`src/rtl/display_pkg.sv`:
```
// Shared constants, BCD type and double-dabble helper for the vending display path.
package display_pkg;

    localparam int unsigned NUM_DIGITS = 4;
    localparam int unsigned NIBBLE_W   = 4;
    localparam int unsigned VALUE_W    = 14;
    localparam int unsigned BCD_W      = NUM_DIGITS * NIBBLE_W;
    localparam int unsigned MAX_VALUE  = 9999;
    localparam int unsigned STEP_CNT_W = 4;

    localparam logic [NIBBLE_W-1:0] ERR_NIBBLE = 4'hE;

    typedef logic [NUM_DIGITS-1:0][NIBBLE_W-1:0] bcd_t;

    // Add-3 correction on every nibble >= 5, applied ahead of each shift.
    function automatic bcd_t dd_adjust(input bcd_t b);
        bcd_t r;
        for (int i = 0; i < NUM_DIGITS; i++) begin
            r[i] = (b[i] >= NIBBLE_W'(5)) ? b[i] + NIBBLE_W'(3) : b[i];
        end
        return r;
    endfunction

endpackage

```
`src/rtl/bin2bcd_seq.sv`:
```
// Sequential double-dabble: one shift step per cycle, VALUE_W steps per conversion.
module bin2bcd_seq
    import display_pkg::*;
(
    input  logic               clk,
    input  logic               rst_n,
    input  logic               start,
    input  logic [VALUE_W-1:0] bin,
    output logic               busy,
    output logic               done_c,
    output bcd_t               bcd_c
);

    localparam logic [0:0] ST_IDLE = 1'b0;
    localparam logic [0:0] ST_CONV = 1'b1;

    localparam logic [STEP_CNT_W-1:0] LAST_STEP = STEP_CNT_W'(VALUE_W - 1);

    logic [0:0]                  state;
    logic [0:0]                  state_nxt;
    logic [VALUE_W-1:0]          bin_sr;
    bcd_t                        bcd_sr;
    logic [STEP_CNT_W-1:0]       step;
    logic [BCD_W+VALUE_W-1:0]    shifted;

    // bcd_c is the value this step produces, so the final step's result is visible at its own edge.
    assign shifted = {dd_adjust(bcd_sr), bin_sr} << 1;
    assign bcd_c   = shifted[BCD_W+VALUE_W-1 -: BCD_W];
    assign busy    = (state == ST_CONV);
    assign done_c  = busy && (step == LAST_STEP);

    always_ff @(posedge clk or negedge rst_n) begin
        if (!rst_n) begin
            state <= ST_IDLE;
        end else begin
            state <= state_nxt;
        end
    end

    always_comb begin
        state_nxt = state;
        case (state)
            ST_IDLE: if (start) state_nxt = ST_CONV;
            ST_CONV: if (step == LAST_STEP) state_nxt = ST_IDLE;
            default: state_nxt = ST_IDLE;
        endcase
    end

    always_ff @(posedge clk or negedge rst_n) begin
        if (!rst_n) begin
            bin_sr <= '0;
            bcd_sr <= '0;
            step   <= '0;
        end else if (state == ST_IDLE) begin
            if (start) begin
                bin_sr <= bin;
                bcd_sr <= '0;
                step   <= '0;
            end
        end else begin
            bin_sr <= shifted[VALUE_W-1:0];
            bcd_sr <= bcd_c;
            step   <= step + STEP_CNT_W'(1);
        end
    end

endmodule

```
`src/rtl/display_scan_driver.sv`:
```
// Converts a loaded amount to BCD and time-multiplexes four digits onto the decoder nibble bus.
module display_scan_driver
    import display_pkg::*;
#(
    parameter int unsigned REFRESH_DIV = 100000,
    parameter int unsigned DP_POS      = 2,
    parameter int unsigned BLANK_LZ    = 1
) (
    input  logic                  clk,
    input  logic                  rst_n,
    input  logic [VALUE_W-1:0]    value,
    input  logic                  load,
    output logic                  busy,
    output logic [NIBBLE_W-1:0]   digit,
    output logic [NUM_DIGITS-1:0] an_n,
    output logic                  dp_n
);

    localparam int unsigned DIV_W    = $clog2(REFRESH_DIV);
    localparam int unsigned IDX_W    = $clog2(NUM_DIGITS);
    localparam int unsigned LZ_FLOOR = (DP_POS >= NUM_DIGITS) ? 0 : DP_POS;
    localparam bit          DP_EN    = (DP_POS < NUM_DIGITS);
    localparam bit          LZ_EN    = (BLANK_LZ != 0);

    localparam logic [DIV_W-1:0] DIV_LAST = DIV_W'(REFRESH_DIV - 1);
    localparam logic [IDX_W-1:0] DP_IDX   = IDX_W'(DP_POS % NUM_DIGITS);

    logic             accept;
    logic             over;
    logic             conv_start;
    logic             conv_done;
    bcd_t             conv_bcd;
    bcd_t             disp;
    logic             err;
    logic [DIV_W-1:0] div;
    logic [IDX_W-1:0] idx;
    logic             upper_zero;
    logic             blank;

    assign accept     = load && !busy;
    assign over       = (value > VALUE_W'(MAX_VALUE));
    assign conv_start = accept && !over;

    bin2bcd_seq u_conv (
        .clk    (clk),
        .rst_n  (rst_n),
        .start  (conv_start),
        .bin    (value),
        .busy   (busy),
        .done_c (conv_done),
        .bcd_c  (conv_bcd)
    );

    // Display registers change only on a finished conversion or an out-of-range load.
    always_ff @(posedge clk or negedge rst_n) begin
        if (!rst_n) begin
            disp <= '0;
            err  <= 1'b0;
        end else if (conv_done) begin
            disp <= conv_bcd;
            err  <= 1'b0;
        end else if (accept && over) begin
            err  <= 1'b1;
        end
    end

    always_ff @(posedge clk or negedge rst_n) begin
        if (!rst_n) begin
            div <= '0;
            idx <= '0;
        end else if (div == DIV_LAST) begin
            div <= '0;
            idx <= idx + IDX_W'(1);
        end else begin
            div <= div + DIV_W'(1);
        end
    end

    // A slot is blank when it sits above the decimal point and it and every higher digit are zero.
    always_comb begin
        upper_zero = 1'b1;
        for (int i = 0; i < NUM_DIGITS; i++) begin
            if ((IDX_W'(i) >= idx) && (disp[i] != '0)) upper_zero = 1'b0;
        end
        blank = LZ_EN && !err && (32'(idx) > LZ_FLOOR) && upper_zero;
    end

    always_comb begin
        digit = err ? ERR_NIBBLE : disp[idx];
        an_n  = blank ? '1 : ~(NUM_DIGITS'(1) << idx);
        dp_n  = !(DP_EN && (idx == DP_IDX) && !err);
    end

endmodule

```
`config.mk`:
```
export PLATFORM = sky130hd
export DESIGN_NAME = display_scan_driver
export DESIGN_NICKNAME = d
export VERILOG_FILES = /design/src/rtl/display_pkg.sv /design/src/rtl/bin2bcd_seq.sv /design/src/rtl/display_scan_driver.sv
export SDC_FILE = /design/constraint.sdc
export NUM_CORES = 1
export LEC_CHECK = 0
export ABC_AREA = 1
export CAP_MARGIN = 20
export CORE_UTILIZATION = 50
export CTS_CLUSTER_DIAMETER = 40
export DETAILED_ROUTE_END_ITERATION = 10
export PLACE_DENSITY = 0.77
export SETUP_SLACK_MARGIN = 0.4
export SYNTH_ARGS = -nofsm -noshare
export SYNTH_HDL_FRONTEND = slang
export SYNTH_SLANG_ARGS = --single-unit
```
`constraint.sdc`:
```
create_clock -name clk -period 1.44 [get_ports clk]
set_clock_uncertainty 0.15 [all_clocks]
set_input_delay 0.36 -clock clk [delete_from_list [all_inputs] [get_ports clk]]
set_output_delay 0.36 -clock clk [all_outputs]
set_load 0.01 [all_outputs]
```
==> impl_metrics.toml, run 1 <==
[die]
coreArea_mm2 = 0.00769
die_area_mm2 = 0.00825
ioPinCount = 27
rows = 32
dieHeight_um = 90.8
die_w_um = 90.8
start_util_pct = 51.3

[synth]
yosysWarningCount = 0
syn_nets = 553
synth.distinct_cells = 33
syn_avg_cell_area_um2 = 7.59
synth_enable_flop_cells = 0
synth_flop_cell = "dfrtp_1"
synth-seq-cells = 71
synth.top_cell.area_share_pct = 45.0
async_flop_share_pct = 100
synth_top_area_cell = "dfrtp_1"
synth.area.top_cells = "dfrtp_1 45%, nand2_1 16%, nand3_1 7.2%"
syn_inst = 520
ys_seq_area_share_pct = 45.0
netlist_area_mm2 = 0.00395

[status]
status = "complete, but fails checks"
violations = "hold timing, setup timing"

[setup_path]
arrival_ns = 1.50
r2r_slack_ns = -0.26
cp_max_fo = 6
r2r_end = "u_conv.bcd_sr[2]"
path_class = "reg2out"
reg2reg_from = "u_conv.bcd_sr[0]"
cp.required_ns = 0.93
cp-start-kind = "flop"
ff2ff_path_depth = 7
cp-startpoint = "idx[0]"
end_kind = "output port"

[final_layout]
area_growth_pct = 72.4
filler_cell_count = 327
final_common_cell = "nand2_1"
nets = 707
diodes = 0
mostFrequentLayoutCells = "116 x nand2_1, 79 x buf_4, 65 x dfrtp_1, 41 x nand2_2, 40 x buf_6"
drive_gt1_share_pct = 54.9
final_core_util_pct = 88.5
finalInstanceArea_mm2 = 0.00680

[routing]
wl_per_cell_um = 21.8
firstDrtPassIters = 5
vias = 4662
drc = 0
drt-initial-drc-count = 371
ant_nets = 0
wirelength_mm = 17.0
via_per_inst = 5.98

[clock_network]
numCtsBuffers = 9
root_buffer = "clkbuf_8"
cts.htree.levels = 3
cts_max_path_buffers = 2
cts_sinks = 71
tritoncts = "done"
worstSkewPairLatency_ns = 0.35
path_clk_slew_ns = 0.08

[power_and_ir_drop]
p_total_w = 0.0131
power_density_mw_per_mm2 = 1920
p_leak_nw = 3.27
ir_drop_uv = 1550

[placement]
dpl_cell_area_mm2 = 0.00513
hpwlAfterDp_mm = 6.79
gp_congestion = 0.847
port_buffers = 26

[timing]
worst_slack_ns = -0.574
setup_tns_ns = -9.83
rsz0062_at_grt = "yes"
finalSetupViolCount = 71
fmax_ghz = 0.496
min_period_over_period_pct = 140
hold_ws_ns = -0.119
slew_headroom_pct = 73.3
drv_slew = 0
fin_crit_ns = 2.01
finalHoldViolCount = 71
tightest_slew_ns = 0.401

[global_routing]
grt_first_pass_wirelength_mm = 22.6
grt.total_usage_pct = 35.2
grt_max_degree = 72
antenna_found_initial = 0
gr-total-overflow = 0
first_global_vias = 4617

[job]
cap_violations = 0

[hold_path]
timing.hold.worst.class = "in2async"
how the worst max path moves through the flow:
stage | to | slack [ns] | cells past startpoint
after global routing | digit[3] | -0.64 | 5
after floorplan | an_n[3] | -0.05 | 6
after CTS | digit[0] | -0.50 | 5
final | digit[2] | -0.57 | 5
after global placement | digit[1] | -0.52 | 5
after detailed placement | digit[2] | -0.54 | 4
per-stage QoR:
step	setup WS [ns]	hold slack [ns]	cells
CTS	-0.500	-0.0999	769
global placement	-0.523	0.269	706
global route	-0.641	-0.0960	780
finish	-0.574	-0.119	780
detailed placement	-0.541	0.269	706
floorplan	-0.0489	-0.0856	520
synthesized netlist by cell type, types with 2 or more instances:
cell / n
buf_4: 5
or2_2: 6
nand3_1: 57
ha_1: 16
nor2_2: 2
nand4_1: 7
o211ai_1: 3
inv_1: 61
nand2_1: 165
o21bai_1: 2
buf_2: 4
nand2_2: 4
buf_1: 2
a21oi_1: 13
clkbuf_1: 4
nor2_1: 33
nor3_1: 5
o21ai_0: 33
dfrtp_1: 71
inv_2: 2
xor2_1: 13
metal layers:
layer	wire length, um	vias up	global-route usage [%]
met1	6060	2261	38.8
met4	1200	0	16.9
met3	1220	115	7.91
met5	0	-	0
li1	-	1967	-
met2	8500	319	63.7
flip-flops by register name, indices dropped and copies added (netlist names):
signal	count
div	17
disp	16
u_conv.bcd_sr	16
u_conv.bin_sr	14
u_conv.step	4
idx	2
err	1
u_conv.busy	1
cell families after synthesis:
logic type / count (synthesis) / share of synthesized area [%]
and+or+nand+nor: 284 / 30.8
xor gates and xnor gates: 14 / 3.11
AOI/OAI and AO/OA: 55 / 7.55
adders and majority gates: 16 / 5.07
buffers and inverters: 80 / 8.43
DFF: 71 / 45.0
timing repair:
item                       4_1_cts  5_1_grt
resized for setup              208       97
hold endpoints to repair        71       71
setup buffers                   42       11
gates cloned                     6        0
setup endpoints to repair       80       81
pin swaps                       61       44
power breakdown:
part	total [W]	switching (W)	internal (W)
sequential	0.00341	0.000737	0.00267
combinational	0.00807	0.00442	0.00365
clock	0.00161	0.000804	0.000810
final cells by class:
type	count	area (um^2)	area share, %
repair inverters	1	3.75	0.0552
inverters	64	290	4.27
repair buffers	157	1530	22.5
multi-input cells	370	2880	42.4
well taps	102	128	1.88
flip-flops and latches	71	1780	26.2
clock buffers	15	186	2.74
critical path, cell delays in order, from the launching register on:
cell and delay, ns:
dfrtp_2 0.49, buf_4 0.18, nand2_1 0.10, o21ai_2 0.07, o221ai_2 0.14, buf_2 0.17
Note: power is estimated with default switching activity, not from simulation.
==> inputs of run 2 (changes only) <==
--- a/config.mk
+++ b/config.mk
@@ -10,6 +10,7 @@
 export CORE_UTILIZATION = 50
 export CTS_CLUSTER_DIAMETER = 40
 export DETAILED_ROUTE_END_ITERATION = 10
+export MAX_ROUTING_LAYER = met4
 export PLACE_DENSITY = 0.77
 export SETUP_SLACK_MARGIN = 0.4
 export SYNTH_ARGS = -nofsm -noshare
==> run 2 against run 1 <==
  * The flow finishes with violations (setup timing)
  * Fmax shrank 6.9%
  * Non-clock buffer count up 15
  * Register-to-register slack lost 0.10 ns
  * Sequential share of layout area fell by 1.2 points
  * Count of clock-buffer cells in the layout down 4
  * Sequential power about the same
  * Combinational power grew 16%
  * Setup slack lost 0.15 ns
  * Cell area grew 5.0%
  * Critical path type unchanged
  * Largest cell class unchanged
==> impl_metrics.toml, run 2 (synthesized netlist as in run 1, its figures left out) <==
[routing]
vias = 4868
via_per_inst = 6.12
drc = 0
ant_nets = 0
wirelength_mm = 18.6
firstDrtPassIters = 5
wl_per_cell_um = 23.4
drt-initial-drc-count = 435

[timing]
rsz0062_at_grt = "yes"
fin_crit_ns = 2.16
drv_slew = 0
finalSetupViolCount = 74
min_period_over_period_pct = 150
slew_headroom_pct = 75.0
tightest_slew_ns = 0.372
fmax_ghz = 0.462
finalHoldViolCount = 0
worst_slack_ns = -0.722

[final_layout]
filler_cell_count = 249
regMostFlops = "div"
mostFrequentLayoutCells = "89 x nand2_1, 82 x buf_4, 65 x dfrtp_1, 57 x nand2_2, 40 x buf_6"
diodes = 0
largestRegisters = "div x17, disp x16, u_conv.bcd_sr x16"
area_growth_pct = 81.0
largest_reg_flops = 17
nets = 722
final_common_cell = "nand2_1"
finalInstanceArea_mm2 = 0.00714
drive_gt1_share_pct = 58.9

[die]
die_w_um = 90.8
die_area_mm2 = 0.00825
start_util_pct = 51.3
coreArea_mm2 = 0.00769
ioPinCount = 27
rows = 32
dieHeight_um = 90.8

[global_routing]
grt_first_pass_wirelength_mm = 21.9
gr-total-overflow = 0
grt.total_usage_pct = 35.7
first_global_vias = 4388
antenna_found_initial = 0
grt_max_degree = 39

[setup_path]
ff2ff_path_depth = 6
cp-start-kind = "flop"
cp.required_ns = 0.93
cp_max_fo = 9
slowest_stage = "dfrtp_2"
cp-startpoint = "idx[0]"
slowest_delay_ns = 0.44
path_class = "reg2out"
worstPathCellList = "inv_6 -> buf_12 -> o21ai_0 -> a21oi_1 -> o21ai_2 -> buf_2"
end_kind = "output port"
reg2reg_from = "u_conv.bcd_sr[0]"
arrival_ns = 1.65

[clock_network]
cts_sinks = 71
root_buffer = "clkbuf_8"
cts_max_path_buffers = 2
path_clk_slew_ns = 0.09
worstSkewPairLatency_ns = 0.39
tritoncts = "done"
cts.htree.levels = 3
numCtsBuffers = 9

[placement]
hpwlAfterDp_mm = 6.73
dpl_cell_area_mm2 = 0.00514
gp_congestion = 0.867
dp_slack_ns = -0.541
port_buffers = 26

[power_and_ir_drop]
power_density_mw_per_mm2 = 2020
ir_drop_uv = 2250
p_leak_nw = 3.41

[hold_path]
timing.hold.worst.class = "in2async"

[status]
violations = "setup timing"
status = "complete, but fails checks"

[job]
cap_violations = 0
[run 2: changes by cell type in the layout (fill, tap and decap cells not counted), sizes merged, moves of 2 or more]
cell	change
dlygate4sd2	-4
buf	+13
clkdlybuf4s15	+2
clkinvlp	+3
[run 2: worst paths after layout]
kind	slack (ns)	end
worst max-delay path	-0.72	digit[1]
worst min-delay path	0.17	idx[0]
worst max register to register	-0.36	u_conv.bcd_sr[1]
worst min register to register	0.38	disp[6]
max in group asynchronous	0.52	u_conv.bcd_sr[4]
min in group clk	0.26	u_conv.bin_sr[9]
[run 2: layout make-up]
class / instances / area [um^2] / share of cell area [%]
well taps: 102 / 128 / 1.79
multi-input cells: 370 / 2940 / 41.2
flip-flops and latches: 71 / 1780 / 25.0
clock inverters: 5 / 32.5 / 0.456
repair inverters: 1 / 6.26 / 0.0876
inverters: 64 / 295 / 4.13
repair buffers: 172 / 1800 / 25.2
clock buffers: 11 / 151 / 2.12
[run 2: per-stage QoR]
stage          util, %  TNS, ns  hold slack [ns]  power (W)  std cells
3_5_place_dp      66.8   -22.06           0.0335    0.00791        705
6_report          92.9   -12.58            0.168     0.0144        796
4_1_cts           83.4    -4.84            0.192     0.0115        774
5_1_grt           92.9   -15.88            0.162     0.0149        796
3_3_place_gp      66.8   -19.86           0.0371    0.00770        705
2_1_floorplan        -   -0.197          -0.0856    0.00609        520
[run 2: power by group]
| part | switching [W] | internal (W) |
|---|---|---|
| Combinational | 0.00495 | 0.00444 |
| Clock | 0.000902 | 0.000714 |
| Sequential | 0.000762 | 0.00267 |
[run 2: per-layer routing]
| metal | share of wire, % | track usage [%] |
|---|---|---|
| met2 | 48 | 60.1 |
| met3 | 8.6 | 7.91 |
| met1 | 34 | 39.5 |
| met4 | 9.4 | 19.2 |
| met5 | 0 | - |
[run 2: repair_timing]
item	in CTS	in global routing
hold buffers	1	0
pin swaps	69	67
setup endpoints to repair	80	81
cloned	10	2
gates resized for setup	196	151
buffers inserted	42	20
hold endpoints to repair	71	0
[run 2: worst max-delay path: cells and delay by family (launching register included)]
| kind | cells | cell delay [ns] |
|---|---|---|
| buffers and inverters | 3 | 0.34 |
| flip-flops | 1 | 0.44 |
| AO/OA/AOI/OAI | 3 | 0.49 |
